$ cat src/rtl/shift_pkg.sv
// Shared types and constants for the multi-cycle shift/rotate sequencer.
// Direction and mode encodings match the in_dir / in_rot port meanings.
package shift_pkg;

    typedef enum logic [1:0] {
        IDLE  = 2'd0,
        SHIFT = 2'd1,
        DONE  = 2'd2
    } state_e;

    localparam logic DIR_LEFT  = 1'b1;
    localparam logic DIR_RIGHT = 1'b0;
    localparam logic MODE_ROT  = 1'b1;
    localparam logic MODE_LOG  = 1'b0;

endpackage

$ cat src/rtl/shift_step.sv
// Combinational single-step shifter: moves data by 2^k in the given direction and mode.
// Each power-of-two amount is a fixed-wiring slice; k only selects among them.
module shift_step
    import shift_pkg::*;
#(
    parameter int unsigned DATA_WIDTH = 16,
    parameter int unsigned AMT_WIDTH  = $clog2(DATA_WIDTH)
) (
    input  logic [DATA_WIDTH-1:0] data,
    input  logic [AMT_WIDTH-1:0]  k,
    input  logic                  dir,
    input  logic                  rot,
    output logic [DATA_WIDTH-1:0] result
);

    logic [AMT_WIDTH-1:0][DATA_WIDTH-1:0] slice;

    for (genvar i = 0; i < AMT_WIDTH; i++) begin : g_slice
        localparam int unsigned Step = 1 << i;

        logic [DATA_WIDTH-1:0] shl;
        logic [DATA_WIDTH-1:0] shr;
        logic [DATA_WIDTH-1:0] wrap_l;
        logic [DATA_WIDTH-1:0] wrap_r;

        assign shl    = data << Step;
        assign shr    = data >> Step;
        // Bits pushed off one end, realigned to the vacated end for rotate.
        assign wrap_l = data >> (DATA_WIDTH - Step);
        assign wrap_r = data << (DATA_WIDTH - Step);

        assign slice[i] = (dir == DIR_LEFT) ?
                          ((rot == MODE_ROT) ? (shl | wrap_l) : shl) :
                          ((rot == MODE_ROT) ? (shr | wrap_r) : shr);
    end

    always_comb begin
        result = data;
        for (int i = 0; i < AMT_WIDTH; i++) begin
            if (k == AMT_WIDTH'(i)) begin
                result = slice[i];
            end
        end
    end

endmodule

$ cat src/rtl/shift_sequencer.sv
// Multi-cycle variable shift/rotate engine: one power-of-two step per cycle, MSB step first.
// Request and result each use a valid/ready handshake; outputs come straight from flops.
module shift_sequencer
    import shift_pkg::*;
#(
    parameter int unsigned DATA_WIDTH = 16,
    parameter int unsigned AMT_WIDTH  = $clog2(DATA_WIDTH)
) (
    input  logic                  clk,
    input  logic                  rst,
    input  logic                  in_valid,
    output logic                  in_ready,
    input  logic [DATA_WIDTH-1:0] in_data,
    input  logic [AMT_WIDTH-1:0]  in_amt,
    input  logic                  in_dir,
    input  logic                  in_rot,
    output logic                  out_valid,
    input  logic                  out_ready,
    output logic [DATA_WIDTH-1:0] out_data,
    output logic                  busy
);

    state_e state_q, state_d;

    logic [DATA_WIDTH-1:0] data_q, data_d;
    logic [AMT_WIDTH-1:0]  amt_q, amt_d;
    logic [AMT_WIDTH-1:0]  k_q, k_d;
    logic                  dir_q, dir_d;
    logic                  rot_q, rot_d;
    logic                  out_valid_q, out_valid_d;

    logic [DATA_WIDTH-1:0] step_out;
    logic [AMT_WIDTH-1:0]  amt_shifted;
    logic                  amt_bit;
    logic                  last_step;

    shift_step #(
        .DATA_WIDTH (DATA_WIDTH),
        .AMT_WIDTH  (AMT_WIDTH)
    ) u_step (
        .data   (data_q),
        .k      (k_q),
        .dir    (dir_q),
        .rot    (rot_q),
        .result (step_out)
    );

    assign amt_shifted = amt_q >> k_q;
    assign amt_bit     = amt_shifted[0];
    assign last_step   = (k_q == '0);

    // State register
    always_ff @(posedge clk) begin
        if (rst) begin
            state_q <= IDLE;
        end else begin
            state_q <= state_d;
        end
    end

    // Next-state logic
    always_comb begin
        state_d = state_q;
        unique case (state_q)
            IDLE:    if (in_valid)  state_d = SHIFT;
            SHIFT:   if (last_step) state_d = DONE;
            DONE:    if (out_ready) state_d = IDLE;
            default: state_d = IDLE;
        endcase
    end

    // Outputs decoded from state only
    always_comb begin
        in_ready = (state_q == IDLE);
        busy     = (state_q != IDLE);
    end

    // Datapath and control registers
    always_ff @(posedge clk) begin
        if (rst) begin
            data_q      <= '0;
            amt_q       <= '0;
            k_q         <= '0;
            dir_q       <= 1'b0;
            rot_q       <= 1'b0;
            out_valid_q <= 1'b0;
        end else begin
            data_q      <= data_d;
            amt_q       <= amt_d;
            k_q         <= k_d;
            dir_q       <= dir_d;
            rot_q       <= rot_d;
            out_valid_q <= out_valid_d;
        end
    end

    always_comb begin
        data_d      = data_q;
        amt_d       = amt_q;
        k_d         = k_q;
        dir_d       = dir_q;
        rot_d       = rot_q;
        out_valid_d = out_valid_q;
        unique case (state_q)
            IDLE: begin
                if (in_valid) begin
                    data_d = in_data;
                    amt_d  = in_amt;
                    dir_d  = in_dir;
                    rot_d  = in_rot;
                    k_d    = AMT_WIDTH'(AMT_WIDTH - 1);
                end
            end
            SHIFT: begin
                if (amt_bit) begin
                    data_d = step_out;
                end
                // Raise out_valid together with the final step so the result lands in DONE.
                if (last_step) begin
                    out_valid_d = 1'b1;
                end else begin
                    k_d = k_q - AMT_WIDTH'(1);
                end
            end
            DONE: begin
                if (out_ready) begin
                    out_valid_d = 1'b0;
                end
            end
            default: begin
                out_valid_d = 1'b0;
            end
        endcase
    end

    assign out_valid = out_valid_q;
    assign out_data  = data_q;

endmodule

$ cat config.mk
export PLATFORM = sky130hd
export DESIGN_NAME = shift_sequencer
export DESIGN_NICKNAME = d
export VERILOG_FILES = /design/src/rtl/shift_pkg.sv /design/src/rtl/shift_step.sv /design/src/rtl/shift_sequencer.sv
export SDC_FILE = /design/constraint.sdc
export NUM_CORES = 1
export LEC_CHECK = 0
export ABC_AREA = 0
export CAP_MARGIN = 10
export CORE_MARGIN = 4
export CORE_UTILIZATION = 50
export CTS_CLUSTER_DIAMETER = 120
export DETAILED_ROUTE_END_ITERATION = 10
export PLACE_DENSITY = 0.83
export SKIP_CTS_REPAIR_TIMING = 1
export SLEW_MARGIN = 25
export SYNTH_ARGS = -nofsm -noshare
export SYNTH_HDL_FRONTEND = slang
export SYNTH_SLANG_ARGS = --single-unit
$ cat constraint.sdc
create_clock -name clk -period 2.55 [get_ports clk]
set_clock_uncertainty 0.1 [all_clocks]
set_input_delay 0.51 -clock clk [delete_from_list [all_inputs] [get_ports clk]]
set_output_delay 0.51 -clock clk [all_outputs]
set_load 0.1 [all_outputs]
### Yosys cells after proc, flatten, opt, wreduce, memory -nomap -nowiden

Cells that the tools add are included.
Widths: inputs -> output; s select.

| storage, ports and cells | value |
|---|---|
| input bits | 26 |
| logic and storage cells | 66 |
| register bits after elaboration | 29 |
| bits in latches | 0 |
| memories kept | 0 |
| bits in read-only memories | 0 |
| RAM bits | 0 |
| output and inout port bits | 19 |

| cells by class | value |
|---|---|
| reductions and logical operators | 9 |
| shift operators | 1 |
| div/mod/pow operators | 0 |
| muxes and demuxes | 29 |
| add/sub/neg operators | 1 |
| bitwise logic cells | 8 |
| $mul | 0 |
| eq/ne operators | 11 |
| $lt $le $gt $ge | 0 |

Operators by type and width:

| kind | count |
|---|---|
| $mux 16 | 18 |
| $pmux 16 s2 | 1 |
| $or 12x16->16 | 1 |
| $or 14x16->16 | 1 |
| $or 15x16->16 | 1 |
| $or 16x1->16 | 1 |
| $or 16x2->16 | 1 |
| $or 16x4->16 | 1 |
| $or 16x8->16 | 1 |
| $ne 2x2->1 const B | 5 |
| $reduce_and 3->1 | 3 |
| $eq 4x2->1 const B | 2 |
| $mux 4 | 2 |
| $pmux 4 s2 | 1 |
| $mux 2 | 3 |
| $pmux 2 s3 | 1 |
| $ne 5x2->1 const B | 1 |
| $eq 4x1->1 const B | 1 |
| $logic_not 4->1 | 1 |
| $reduce_and 4->1 | 1 |
| $reduce_bool 2->1 | 2 |
| $shr 4x4->1 | 1 |
| $sub 4x1->4 const B | 1 |
| $pmux 1 s3 | 1 |
| other kinds (6) | 7 |

### Depth between registers and ports, before layout

| logic depth | value |
|---|---|
| word-level depth | 9 |
| gate-level depth with buffers | 9 |
| depth with buffers taken out | 7 |

### By module

A second synthesis with hierarchy kept.

| second synthesis, totals | value |
|---|---|
| cell total of the unflattened synthesis | 309 |
| area total of the unflattened synthesis | 2,504.9 um^2 |

By module, submodules not included:

| module | sequential area each (um^2) | area an instance (um^2) | cells an instance | times used |
|---|---|---|---|---|
| shift_sequencer | 580.6 | 1,470.2 | 148 | 1 |
| shift_step | 0.0 | 1,034.7 | 161 | 1 |

### Least setup slack after synthesis

Ideal clock, no wire load.

| timing | value |
|---|---|
| kind | reg2out |
| start point | reg state_q[1] |
| end point | out busy |
| path buffers | 0 |
| data required time | 1.940 ns |
| arrival | 2.619 ns |
| slack | -0.679 ns |
| cell stages (with the launch flop) | 3 |
| path through | dfxtp_1 -> nor2_1 -> inv_1 |

| on the way | value |
|---|---|
| cells in the longest elaborated chain, start to end | 1 |

RTL lines:

| what | line | text |
|---|---|---|
| start, declared | shift_sequencer.sv:23 | `state_e state_q, state_d;` |
| start signal, assigned | shift_sequencer.sv:57 | `state_q <= state_d;` |
| $reduce_bool 2->1 | shift_sequencer.sv:75 | `busy = (state_q != IDLE);` |
| end, declared | shift_sequencer.sv:20 | `output logic busy` |

Every way passes these cells.

### Worst setup path in the final report

| timing | value |
|---|---|
| start point | reg k_q[1] |
| end point | reg data_q[9] (netlist: out_data[9]) |

| on the way | value |
|---|---|
| cells in the longest elaborated chain, start to end | 6 |
| elaborated cells between the ends (all ways) | 13 |
| classes of those cells | eq/ne (5); shift (1); mux (5); reduce/logical (2) |

RTL lines:

| what | line | text |
|---|---|---|
| start, declared | shift_sequencer.sv:27 | `logic [AMT_WIDTH-1:0] k_q, k_d;` |
| start signal, assigned | shift_sequencer.sv:90 | `k_q <= k_d;` |
| $eq 4x1->1 | shift_step.sv:40 | `if (k == AMT_WIDTH'(i)) begin` |
| $mux 16 (3 in series) | shift_step.sv:40 |  |
| $mux 16 | shift_sequencer.sv:115 | `if (amt_bit) begin` |
| $pmux 16 s2 | shift_sequencer.sv:104 | `unique case (state_q)` |
| end signal, assigned | shift_sequencer.sv:88 | `data_q <= data_d;` |
| end, declared | shift_sequencer.sv:25 | `logic [DATA_WIDTH-1:0] data_q, data_d;` |

Several ways; a longest one is shown, not always the timed one. The select of a mux whose other input is x is not followed.
A chain may end at the register's enable or synchronous reset.

==> impl_metrics.ini <==
[routing]
wl_um = 7290
drtAntennaViolNets = 0
drt_drc_violations_left = 0
drt_pass1_iterations = 7
avgViaCountPerCell = 6.69
routed_wire_length_per_instance_um = 18.6
detailroute.via_count = 2617
drt-initial-drc-count = 374

[setup_path]
reg2reg_to = out_data[9]
r2r_slack_ps = 230
endpoint_kind = flop
crit-reg2reg-launch = k_q[1]
worst_path_largest_cell_delay_ps = 510
timing.critical_path.from_type = flop
cpMaxStageDelayCell = or4_1
worstPathRequired_ps = 2680
delay_heaviest_family_cp = simple AND/OR/NAND/NOR gates
timing.critical_path.buf_inv = 2
worst_ep_arrival_time_ps = 2450
worstRegToRegCells = 8
critical_path.max_fanout = 10
path_cells = inv_1 > ha_1 > or4_1 > and4_1 > nor3_1 > buf_4 > a22oi_1 > nand2_1
worstSetupPathType = flop to flop

[die]
floorplan.die.width_um = 75.5
die_height_um = 75.5
pin_count = 45
initial_core_util = 0.519
die-area_sq_mm = 0.00569
core_outline_area_sq_mm = 0.00438
fp-row-count = 24

[timing]
hold_slack_ps = 358
period_needed_ps = 2320
worstMarginPinSlew_ps = 471
max_freq_mhz = 430
final_max_slew_viol_count = 0
final_hold_violation_count = 0
finalWorstSetupSlack_ps = 226
timing.final.setup_violations = 0
worst_slew_margin_rel = 0.685
fin_setup_tns_ps = 0
rsz0062_at_grt = no
period_share = 0.911

[outcome]
status = completed

[global_route]
global_route.overflow_total = 0
grt_use_total = 0.265
grt_antenna_before_repair = 0
grt_max_degree = 21
first_global_vias = 2313
grt_pass1_wl_um = 11400

[synthesis]
synth_top_flop_cell = dfxtp_1
seq_area_frac_synth = 0.255
synth.lib_cells_used.distinct = 45
synth_largest_type_area_fraction = 0.255
synth_top_cells_by_count = 42 x nand2_1, 39 x a21oi_1, 29 x dfxtp_1, 17 x a31oi_1, 16 x o21ai_0
post_synth.cell_area_avg_sq_um = 7.58
combined_area_of_all_synthesized_cells_sq_mm = 0.00227
yosysMostFrequentCell = nand2_1
synthArstFlopShare = 0
post_synth_main_area_contributors = dfxtp_1 26%, a21oi_1 8.6%, nand2_1 6.9%
netlist_instances = 300
yosysWarningCount = 0
post_synthesis_net_count = 331
flip_flop_and_latch_count_after_synthesis = 29
yosys_top_cell_by_area = dfxtp_1
edff_count_synth = 0

[layout]
drive_gt1_frac = 0.156
area_growth_pct = 25.7
final_nets = 369
number_of_antenna_repair_diodes = 0

[power]
power_density_mw_per_mm2 = 791
p_total_mw = 2.26
power_leakage_nw = 1.08
ir_drop_mv = 0.547

[placed_design]
gp_congestion = 1.03
io_buffers = 44
preCtsSetupSlack_ps = 139
dp.final_hpwl_um = 4920

[cts]
max-clock-path-buffers = 2
clkLatencyLatePin_ps = 280
clk_root_buffer_cell = clkbuf_8
htree_levels = 2
clock-sinks = 29
cts_clk_pin_slew_worst_paths_ps = 70
cts_inserted_buffers = 5
tritoncts_clock_tree = done

[worst_hold_path]
hold_end = amt_q[3]
min_from = amt_q[3]
min_delay_path_depth = 2
hold_class = flop to flop

[job]
max_cap_viol_count = 0
==> worst reg2reg max path: cells and delay by family, from the launching register on <==
kind / cells / cell delay, ps
and+or+nand+nor: 4 / 1060
AOI/OAI and AO/OA: 1 / 100
buffers and inverters: 2 / 340
DFF: 1 / 430
adders and majority gates: 1 / 240
==> area by class of cell <==
| class | instances | area, sq um |
|---|---|---|
| Multi-Input combinational cell | 236 | 1550 |
| Fill cell | 388 | 1530 |
| Sequential cell | 29 | 582 |
| Timing Repair Buffer | 59 | 505 |
| Clock buffer | 5 | 68.8 |
| Clock inverter | 3 | 65.1 |
| Tap cell | 52 | 65.1 |
| Inverter | 7 | 26.3 |
==> worst max-delay path by stage <==
stage	from	endpoint	slack [ps]	cells after the start
after floorplan	state_q[1]	busy	20	2
after global placement	k_q[0]	out_data[11]	230	6
after detailed placement	k_q[1]	out_data[11]	140	7
after CTS	k_q[1]	out_data[11]	130	7
after global routing	k_q[1]	out_data[5]	30	8
final	k_q[1]	out_data[9]	230	8
==> cell usage in the layout (no fill, tap or decap), types with 3 or more instances in the layout <==
cell	count
buf_4	34
o21ai_0	16
nor2b_1	4
clkdlybuf4s50_1	25
ha_1	5
nor3_1	8
a22o_1	3
a211oi_1	11
mux4_1	3
mux2i_1	7
a22oi_1	3
o21ai_1	3
dfxtp_1	28
nand2_1	42
nand2b_1	6
o211ai_1	6
a31oi_1	17
a21oi_1	39
nand3_1	12
nor2_1	12
mux4_2	6
inv_1	6
clkbuf_8	5
o22ai_1	5
==> per-layer routing <==
metal	vias up	wire length (um)	track usage	part of all wire
li1	1198	-	-	-
met1	1181	2800	0.329	0.38
met2	185	3290	0.424	0.45
met3	53	836	0.0620	0.11
met4	0	365	0.144	0.050
met5	-	0	0	0
==> state kept, by name, summed over array words and instances, names as in the netlist <==
register   flops
amt_q          4
dir_q          1
k_q            4
out_data      16
out_valid      1
rot_q          1
state_q        2
==> metrics by stage <==
| step | cells | area, sq um | utilization |
|---|---|---|---|
| floorplan | 300 | 2280 | - |
| global placement | 383 | 2720 | 0.621 |
| detailed placement | 383 | 2720 | 0.621 |
| CTS | 391 | 2860 | 0.651 |
| global route | 391 | 2860 | 0.652 |
| finish | 391 | 2860 | 0.652 |
==> where the power goes <==
part | internal [mW] | switching [mW] | leakage [nW]
registers | 0.512 | 0.137 | 0.239
clock network | 0.388 | 0.190 | 0.0681
logic | 0.350 | 0.686 | 0.778
==> cells by family after synthesis <==
group | count (synthesis) | share of synthesized area
xor gates and xnor gates | 2 | 0.00770
adders and majority gates | 5 | 0.0275
muxes | 16 | 0.125
buffers and inverters | 35 | 0.0693
and+or+nand+nor | 98 | 0.204
DFF | 29 | 0.255
AOI/OAI and AO/OA | 115 | 0.311
Note: power is estimated with default switching activity, not from simulation.
==> edit: new RTL, same flow settings <==
`data_q` no longer has a reset.
--- a/src/rtl/shift_sequencer.sv
+++ b/src/rtl/shift_sequencer.sv
@@ -79,5 +79,4 @@
     always_ff @(posedge clk) begin
         if (rst) begin
-            data_q      <= '0;
             amt_q       <= '0;
             k_q         <= '0;
@@ -86,5 +85,4 @@
             out_valid_q <= 1'b0;
         end else begin
-            data_q      <= data_d;
             amt_q       <= amt_d;
             k_q         <= k_d;
@@ -93,4 +91,8 @@
             out_valid_q <= out_valid_d;
         end
+    end
+
+    always_ff @(posedge clk) begin
+        data_q <= data_d;
     end
 
Behaviour: not the same (Yosys sat finds a counterexample within 4 cycles, from zero or initial values and one cycle with rst high).
==> edit against the original RTL <==
Sequential cell count unchanged. Synthesized cell count shrank 11%. First-iteration DRC count grew 0.53%. Wire length is 5.0% lower. Largest power group unchanged. Area after synthesis fell by 6.8%. Sequential share of layout area up 7.0 points. Cell area decreased by 5.3%. Setup slack worse by 22 ps. Maximum frequency decreased by 0.92%. Power down 5.6%. Highest routed layer unchanged. Non-clock buffer count unchanged.
==> edit: results (changes against the original RTL) <==
reg2reg end=out_data[0]; Synth Area in XOR/XNOR=0.8260% (+0.056 points); Synth Area in Compound Gates=27.55% (-3.6 points); P_leak=1.036 nW (-4.5%); mux share of post-synthesis cell area=2.006% (-10 points); DP Wirelength=5143 um (+4.4%); flip-flop count of the largest register after layout=16 (unchanged); Net Count, Synth=299 (-9.7%); outcome=finished clean; Initial DRC Count=376 (+0.53%); vias in the first global route=2,164 (-6.4%); Worst Path Arrival=2150 ps (-300 ps); drt wl/cell=18.91 um (+1.5%); library cells used by synthesis=39 (-13%); FILL cells=358 (-7.7%); R2R cell count=5 (-3); Nets=346 (-6.2%); layout cell share with drive strength beyond 1=14.87% (-0.76 points); crit-path max FO=16 (+6); router iterations before antenna repair=5 (-2); number of synthesized flops with an enable pin=16 (+16); GPL Wtd Cong=0.9717 (-5.7%); actual slew at the worst max-slew pin=1039 ps (+568.4 ps); Post-DP Area=2626 um^2 (-3.5%); worst reg2reg setup slack=200 ps (-20 ps); vias per cell=6.339 (-5.3%); gr usage total=26.86% (+0.37 points); Synth Area per Inst=7.913 um^2 (+4.4%); Finished Layout Cells=366 (-6.4%); reg2reg start=k_q[1]; Max VDD drop=406.4 uV (-26%); post-synthesis sequential area ratio=34.93% (+9.4 points); Post-synth top cells=nand2_1, a21oi_1, edfxtp_1; CP startpoint=k_q[1]; Clock Latency Late Sink=between 200 and 300 ps; Main synth FF type=edfxtp_1; largest net degree at the start of global routing=30 (+43%); Placed Cells incl. Taps=358 (-6.5%); dominant cells by area after synthesis=edfxtp_1, dfxtp_1, a21oi_1, nand2_1, o31ai_1; first-pass GRT wire length=10,870 um (-4.7%)
## edit: power by group
part	total [mW]	leakage, nW	switching, mW	internal [mW]
registers	0.699	0.261	0.114	0.585
logic	1.07	0.736	0.734	0.332
clock network	0.371	0.0395	0.177	0.194
## edit: through the flow
stage / worst slack [ps] / power, mW / hold slack [ps] / util, %
after floorplan: 97.24 / 1.452 / 333.1 / -
after global placement: 105.3 / 1.754 / 340.6 / 64.72
after detailed placement: 70.51 / 1.757 / 352.3 / 64.72
after CTS: 238.9 / 2.121 / 362.0 / 66.70
after global routing: 104.4 / 2.234 / 387.4 / 66.70
final: 204.6 / 2.137 / 359.2 / 66.70
## edit: cell families (layout without fill, tap and decap cells)
kind of cell | Yosys count | count (layout)
adders and majority gates | 5 | 5
DFF | 29 | 29
AOI/OAI and AO/OA | 93 | 93
and+or+nand+nor | 112 | 112
buffers and inverters | 24 | 72
muxes | 3 | 3
xor gates and xnor gates | 2 | 2
## edit: worst min path at each step
stage / slack, ps / to / cells past startpoint / start
final: 360 / out_valid / 2 / out_valid
after detailed placement: 350 / out_valid / 2 / out_valid
after floorplan: 330 / amt_q[2] / 2 / amt_q[2]
after global placement: 340 / amt_q[0] / 2 / amt_q[0]
after global routing: 390 / amt_q[2] / 2 / amt_q[2]
after CTS: 360 / amt_q[1] / 2 / amt_q[1]
## edit: cell type report
class / instances / area [um^2] / share of cell area, %
Timing Repair Buffer: 59 / 518.0 / 19.14
Multi-Input combinational cell: 215 / 1286 / 47.53
Tap cell: 50 / 62.56 / 2.312
Clock buffer: 8 / 80.08 / 2.959
Inverter: 5 / 18.77 / 0.6935
Sequential cell: 29 / 740.7 / 27.37
## edit: per-layer routing
metal | vias to the layer above | share of wire [%] | track usage, %
met5 | - | 0 | 0
met4 | 0 | 2.3 | 7.377
met3 | 23 | 11 | 5.647
met2 | 154 | 45 | 42.01
met1 | 1055 | 42 | 37.33
li1 | 1088 | - | -
## edit: critical path: stages, from the launching register on
cell and delay (ps):
dfxtp_1 450, ha_1 230, or2_2 170, and2_1 160, nor2_1 70, a21oi_2 790
